## src/rtl/adiabatic_pclk_gen_if.sv

```systemverilog
// Control and rail-code bundle for the adiabatic power-clock sequencer.
//
// Handshake: start is a request that is accepted on any rising edge where the
// sequencer is idle (busy=0 and done=0); burst_len is captured on that same
// edge and ignored afterwards. stop is a level request sampled on every
// running edge and latched until the next period boundary. done is a
// one-cycle completion pulse; no acknowledgement is required.
interface adiabatic_pclk_gen_if #(
  parameter int DAC_W = 6,
  parameter int CNT_W = 16
);
  logic             start;
  logic [CNT_W-1:0] burst_len;
  logic             stop;
  logic             busy;
  logic             done;
  logic [DAC_W-1:0] clkpos1_code;
  logic [DAC_W-1:0] clkneg1_code;
  logic [DAC_W-1:0] clkpos2_code;
  logic [DAC_W-1:0] clkneg2_code;
  logic             sample_strobe;
  logic [CNT_W-1:0] period_count;

  modport master (
    output start, burst_len, stop,
    input  busy, done, clkpos1_code, clkneg1_code, clkpos2_code, clkneg2_code,
    input  sample_strobe, period_count
  );

  modport slave (
    input  start, burst_len, stop,
    output busy, done, clkpos1_code, clkneg1_code, clkpos2_code, clkneg2_code,
    output sample_strobe, period_count
  );
endinterface

```

## src/rtl/adiabatic_pclk_gen.sv

```systemverilog
// Four-phase trapezoidal power-clock sequencer. Produces DAC ramp codes for
// two lagging rail pairs, a mid-HOLD sample strobe for second-stage outputs,
// and runs bursts of N periods or continuously until a graceful stop.
module adiabatic_pclk_gen #(
  parameter int QTR_CYCLES = 4,
  parameter int DAC_W      = 6,
  parameter int CNT_W      = 16
) (
  input  logic                   clk,
  input  logic                   rst_n,
  adiabatic_pclk_gen_if.slave    bus,
  output logic [1:0]             dbg_state_o
);

  localparam logic [DAC_W-1:0] MAX    = {DAC_W{1'b1}};
  localparam int               STEP   = ((1 << DAC_W) - 1) / QTR_CYCLES;
  localparam int               QW     = (QTR_CYCLES > 2) ? $clog2(QTR_CYCLES) : 1;
  localparam logic [QW-1:0]    Q_LAST = QW'(QTR_CYCLES - 1);
  localparam logic [QW-1:0]    Q_MID  = QW'(QTR_CYCLES / 2);

  typedef enum logic [1:0] {
    S_IDLE  = 2'd0,
    S_RUN   = 2'd1,
    S_DRAIN = 2'd2
  } state_e;

  state_e           state_q, state_d;
  logic [1:0]       ph_q, ph_d;
  logic [QW-1:0]    q_q, q_d;
  logic [CNT_W-1:0] len_q, len_d;
  logic [CNT_W-1:0] cnt_q, cnt_d;
  logic             stop_q, stop_d;
  logic             stop_now;

  logic [DAC_W-1:0] pos1_q, pos1_d, neg1_q, neg1_d;
  logic [DAC_W-1:0] pos2_q, pos2_d, neg2_q, neg2_d;
  logic             busy_q, busy_d, done_q, done_d, strobe_q, strobe_d;

  // Rising edge of the trapezoid; the last step is pinned to full scale so
  // a non-dividing QTR_CYCLES still reaches vdd.
  function automatic logic [DAC_W-1:0] ramp_code(input logic [QW-1:0] qv);
    logic [DAC_W-1:0] r;
    if (qv == Q_LAST) r = MAX;
    else              r = DAC_W'((int'(qv) + 1) * STEP);
    return r;
  endfunction

  // Quarter shape seen by a rail whose own quarter index is qtr.
  function automatic logic [DAC_W-1:0] shape_code(input logic [1:0] qtr,
                                                  input logic [QW-1:0] qv);
    logic [DAC_W-1:0] r;
    case (qtr)
      2'd0:    r = ramp_code(qv);
      2'd1:    r = MAX;
      2'd2:    r = MAX - ramp_code(qv);
      default: r = '0;
    endcase
    return r;
  endfunction

  // Control state register.
  always_ff @(posedge clk or negedge rst_n) begin
    if (!rst_n) begin
      state_q <= S_IDLE;
      ph_q    <= '0;
      q_q     <= '0;
      len_q   <= '0;
      cnt_q   <= '0;
      stop_q  <= 1'b0;
    end else begin
      state_q <= state_d;
      ph_q    <= ph_d;
      q_q     <= q_d;
      len_q   <= len_d;
      cnt_q   <= cnt_d;
      stop_q  <= stop_d;
    end
  end

  // Next-state logic: quarter/cycle stepping, period counting, burst end.
  always_comb begin
    state_d  = state_q;
    ph_d     = ph_q;
    q_d      = q_q;
    len_d    = len_q;
    cnt_d    = cnt_q;
    stop_d   = stop_q;
    stop_now = 1'b0;
    case (state_q)
      S_IDLE: begin
        if (bus.start) begin
          state_d = S_RUN;
          len_d   = bus.burst_len;
          cnt_d   = '0;
          stop_d  = 1'b0;
          ph_d    = 2'd0;
          q_d     = '0;
        end
      end
      S_RUN: begin
        // A stop on the boundary cycle itself still ends this period.
        stop_now = stop_q | bus.stop;
        stop_d   = stop_now;
        if (q_q == Q_LAST) begin
          q_d  = '0;
          ph_d = ph_q + 2'd1;
          if (ph_q == 2'd3) begin
            cnt_d = cnt_q + 1'b1;
            if (((len_q != '0) && (cnt_d == len_q)) || stop_now) begin
              state_d = S_DRAIN;
            end
          end
        end else begin
          q_d = q_q + 1'b1;
        end
      end
      S_DRAIN: state_d = S_IDLE;
      default: state_d = S_IDLE;
    endcase
  end

  // Output decode from the upcoming state so every output is a flop.
  always_comb begin
    busy_d   = (state_d == S_RUN);
    done_d   = (state_d == S_DRAIN);
    strobe_d = busy_d && (ph_d == 2'd2) && (q_d == Q_MID);
    pos1_d   = '0;
    pos2_d   = '0;
    if (busy_d) begin
      pos1_d = shape_code(ph_d, q_d);
      pos2_d = shape_code(ph_d - 2'd1, q_d);
    end
    neg1_d = MAX - pos1_d;
    neg2_d = MAX - pos2_d;
  end

  // Registered rail codes and status; reset snaps rails to idle levels.
  always_ff @(posedge clk or negedge rst_n) begin
    if (!rst_n) begin
      pos1_q   <= '0;
      neg1_q   <= MAX;
      pos2_q   <= '0;
      neg2_q   <= MAX;
      busy_q   <= 1'b0;
      done_q   <= 1'b0;
      strobe_q <= 1'b0;
    end else begin
      pos1_q   <= pos1_d;
      neg1_q   <= neg1_d;
      pos2_q   <= pos2_d;
      neg2_q   <= neg2_d;
      busy_q   <= busy_d;
      done_q   <= done_d;
      strobe_q <= strobe_d;
    end
  end

  assign bus.busy          = busy_q;
  assign bus.done          = done_q;
  assign bus.sample_strobe = strobe_q;
  assign bus.clkpos1_code  = pos1_q;
  assign bus.clkneg1_code  = neg1_q;
  assign bus.clkpos2_code  = pos2_q;
  assign bus.clkneg2_code  = neg2_q;
  assign bus.period_count  = cnt_q;
  assign dbg_state_o       = state_q;

endmodule

```

## src/flat_wrapper.sv

```systemverilog
// flat-port wrapper written by rule: the top's interface ports become plain ports
module adiabatic_pclk_gen_flat 
#(
  parameter int QTR_CYCLES = 4,
  parameter int DAC_W      = 6,
  parameter int CNT_W      = 16
)
  (clk, rst_n, dbg_state_o, bus_start, bus_burst_len, bus_stop, bus_busy, bus_done, bus_clkpos1_code, bus_clkneg1_code, bus_clkpos2_code, bus_clkneg2_code, bus_sample_strobe, bus_period_count);
  adiabatic_pclk_gen_if #(.DAC_W(DAC_W), .CNT_W(CNT_W)) bus_i ();
  input  logic clk;
  input  logic rst_n;
  output logic [1:0] dbg_state_o;
  input wire logic [$bits(bus_i.start)-1:0] bus_start;
  input wire logic [$bits(bus_i.burst_len)-1:0] bus_burst_len;
  input wire logic [$bits(bus_i.stop)-1:0] bus_stop;
  output wire logic [$bits(bus_i.busy)-1:0] bus_busy;
  output wire logic [$bits(bus_i.done)-1:0] bus_done;
  output wire logic [$bits(bus_i.clkpos1_code)-1:0] bus_clkpos1_code;
  output wire logic [$bits(bus_i.clkneg1_code)-1:0] bus_clkneg1_code;
  output wire logic [$bits(bus_i.clkpos2_code)-1:0] bus_clkpos2_code;
  output wire logic [$bits(bus_i.clkneg2_code)-1:0] bus_clkneg2_code;
  output wire logic [$bits(bus_i.sample_strobe)-1:0] bus_sample_strobe;
  output wire logic [$bits(bus_i.period_count)-1:0] bus_period_count;
  assign bus_i.start = bus_start;
  assign bus_i.burst_len = bus_burst_len;
  assign bus_i.stop = bus_stop;
  assign bus_busy = bus_i.busy;
  assign bus_done = bus_i.done;
  assign bus_clkpos1_code = bus_i.clkpos1_code;
  assign bus_clkneg1_code = bus_i.clkneg1_code;
  assign bus_clkpos2_code = bus_i.clkpos2_code;
  assign bus_clkneg2_code = bus_i.clkneg2_code;
  assign bus_sample_strobe = bus_i.sample_strobe;
  assign bus_period_count = bus_i.period_count;
  adiabatic_pclk_gen #(.QTR_CYCLES(QTR_CYCLES), .DAC_W(DAC_W), .CNT_W(CNT_W)) u_core (.clk(clk), .rst_n(rst_n), .bus(bus_i), .dbg_state_o(dbg_state_o));
endmodule
```

## config.mk

```make
export PLATFORM = sky130hd
export DESIGN_NAME = adiabatic_pclk_gen_flat
export DESIGN_NICKNAME = d
export VERILOG_FILES = /design/src/rtl/adiabatic_pclk_gen_if.sv /design/src/rtl/adiabatic_pclk_gen.sv /design/src/flat_wrapper.sv
export SDC_FILE = /design/constraint.sdc
export NUM_CORES = 1
export LEC_CHECK = 0
export CELL_PAD_IN_SITES_DETAIL_PLACEMENT = 1
export CELL_PAD_IN_SITES_GLOBAL_PLACEMENT = 1
export CORE_ASPECT_RATIO = 0.9
export CORE_MARGIN = 8
export CORE_UTILIZATION = 40
export DETAILED_ROUTE_END_ITERATION = 7
export GPL_TIMING_DRIVEN = 0
export PLACE_DENSITY_LB_ADDON = 0.05
export SLEW_MARGIN = 20
export SYNTH_ARGS = -nofsm -noshare
export SYNTH_HDL_FRONTEND = slang
export SYNTH_SLANG_ARGS = --single-unit
```

## constraint.sdc

```tcl
create_clock -name clk -period 2.51 [get_ports clk]
set_input_delay 0.502 -clock clk [delete_from_list [all_inputs] [get_ports clk]]
set_output_delay 0.502 -clock clk [all_outputs]
set_load 0.01 [all_outputs]
```

==> impl_metrics.tcl <==
set metrics [dict create \
    status "finished, final reports clean" \
    pin_count 65 \
    grt_pass1_wl_mm 16.7 \
    synthDistinctLibCells 56 \
    grt_antenna_before_repair 0 \
    dp_hpwl_mm 7.63 \
    synth-edff-count 0 \
    crit_required_ps 2770 \
    crit_type "input port to flip-flop" \
    max-cap-violations 0 \
    die_x_um 114 \
    viasPerCell 5.41 \
    gp_congestion 0.822 \
    dieArea_um2 11800 \
    synthCells 330 \
    cts_tree "done" \
    synth_fp_nets 353 \
    overflow 0 \
    hp-class "input port to asynchronous set/reset pin" \
    hold_ws_ps 37.9 \
    cts_made_buffers 9 \
    arrival_ps 2650 \
    ir_drop_uv 527 \
    post-route-util_pct 53.2 \
    synth_top_area_cell "dfrtp_1" \
    end_kind "flip-flop" \
    synth_ff_type "dfrtp_1" \
    setup_viol 0 \
    vias 2885 \
    synth_top_area_share_pct 37.8 \
    synth_area_um2 3440 \
    ys_ff_latch 62 \
    slew_headroom_pct 53.4 \
    seq_area_frac_synth_pct 45.4 \
    grt_usage_pct 17.7 \
    grt_pass1_vias 3123 \
    cts_sinks 62 \
    layout_common_cells "clkdlybuf4s50_1 (63), dfrtp_1 (50), o21ai_0 (23)" \
    fin_nets 432 \
    clock-root-buffer "clkbuf_8" \
    synth.avg_cell_area_um2 10.4 \
    layout_setup_ws_ps 127 \
    hold_violations 0 \
    period_needed_ps 2380 \
    pre_cts_ws_ps -269 \
    clkTransAtPathRegs_ps 80 \
    drtAntennaViolNets 0 \
    crit_fanout 7 \
    cts_hold_buf 0 \
    core_um2 8450 \
    post-route-cell-area_um2 4500 \
    ys_warn_count 0 \
    report.final.slew_viol_count 0 \
    rows 32 \
    die_y_um 104 \
    timing.final.crit_share_pct 94.9 \
    drt-pass1-iter-count 4 \
    final_common_cell "clkdlybuf4s50_1" \
    cts-htree-levels 3 \
    worstSetupStartpointType "input port" \
    p_leak_nw 1.87 \
    clkLatencyLatePin_ps 340 \
    drc 0 \
    antenna_cells 0 \
    initial_core_util_pct 40.7 \
    async_flop_share_pct 100 \
    grt_setup_unrepaired "yes" \
    initialDrtViolationCount 109 \
    drt-wirelength-per-cell_um 19.0 \
    fin_cells 533 \
    max_freq_mhz 420 \
    skew_ps 8.95 \
    place_inst 514 \
    drive_above_1_share_pct 23.7 \
    p_per_area_nw_per_um2 1450 \
    grt_max_degree 46 \
    io_buffers 64 \
    place_area_um2 4260 \
    synth_area_leaders "dfrtp_1 (38%), dfstp_2 (7.6%), mux2_2 (4.9%)" \
    synthToLayoutAreaGrowth_pct 30.6 \
    tightest_slew_ps 700 \
    cts_max_path_buffers 2 \
    drt_wl_total_mm 10.1 \
]
-- cell usage after synthesis (5+ instances only) --
cell type / instances
nor4_1: 5
o21ai_1: 11
a21boi_2: 8
dfstp_2: 10
nor2_1: 25
xor2_1: 6
xnor2_1: 19
o21ai_0: 23
mux2_2: 15
dfrtp_1: 52
a21oi_1: 14
nor2b_1: 6
clkbuf_1: 9
nand3_1: 10
buf_2: 6
and3_1: 6
nand2_1: 17
inv_1: 7
-- routing by layer --
metal / part of all wire, % / vias to the layer above / track usage [%]
li1: - / 1354 / -
met1: 48 / 1444 / 24.2
met2: 45 / 75 / 26.4
met3: 6.1 / 12 / 4.99
met4: 1.1 / 0 / 5.22
met5: 0 / - / 0
-- cell families (layout without fill, tap and decap cells) --
group,after synthesis,after routing,share of synthesized area (%)
and+or+nand+nor,102,102,18.7
AOI/OAI and AO/OA,93,93,18.6
DFF,62,62,45.4
buffers and inverters,29,113,4.58
xor gates and xnor gates,25,25,6.36
muxes,16,16,5.20
adders and majority gates,3,3,1.09
-- state kept, by name (all words and copies together) (netlist names) --
register and flops:
u_core.bus.busy 1, u_core.bus.clkneg1_code 5, u_core.bus.clkneg2_code 5, u_core.bus.clkpos1_code 5, u_core.bus.clkpos2_code 5, u_core.bus.done 1
u_core.bus.period_count 16, u_core.bus.sample_strobe 1, u_core.dbg_state_o 2, u_core.len_q 16, u_core.ph_q 2, u_core.q_q 2
u_core.stop_q 1
-- final timing paths --
path / slack (ps) / start / end / cells past startpoint
worst max register to register: 130 / u_core.bus.period_count[1] / u_core.dbg_state_o[0] / 8
worst min-delay path: 40 / rst_n / u_core.bus.period_count[8] / 1
min in group clk: 540 / u_core.stop_q / u_core.stop_q / 2
worst min register to register: 540 / u_core.stop_q / u_core.stop_q / 2
max in group asynchronous: 1890 / rst_n / u_core.bus.clkneg2_code[0] / 2
worst max-delay path: 130 / bus_start / u_core.bus.clkpos1_code[1] / 8
-- stage by stage --
stage	power, mW	TNS, ps
floorplan	4.28	0
global route	7.05	-45.3
detailed placement	5.71	-5630
CTS	6.51	0
finish	6.54	0
global placement	5.54	-68080
-- power by group --
part	internal, mW	switching [mW]	total (mW)
clock network	0.381	0.402	0.783
logic	1.86	1.82	3.68
registers	1.57	0.502	2.07
total	3.81	2.73	6.54
-- repair_timing --
action | 4_1_cts | 5_1_grt
hold endpoints to repair | 0 | 0
gates resized for setup | 4 | 13
pin swaps | 0 | 4
buffers inserted | 0 | 4
endpoints found under the setup margin | 28 | 38
cloned | 0 | 0
-- cell type report --
class | instances | area [um^2]
inverter | 7 | 26.3
clock buffer | 12 | 145
sequential | 62 | 1570
fill | 935 | 3950
clock inverter | 4 | 22.5
tap | 119 | 149
timing repair buffer | 69 | 696
buffer | 21 | 133
multi-input combinational | 239 | 1760
-- critical path: stages --
cell             delay [ps]
clkdlybuf4s50_1         440
o21bai_1                440
a22oi_1                 280
inv_1                   170
nand4_1                 130
nand2b_1                220
a21oi_1                 270
a21boi_2                200
(Power assumes the default switching activity.)
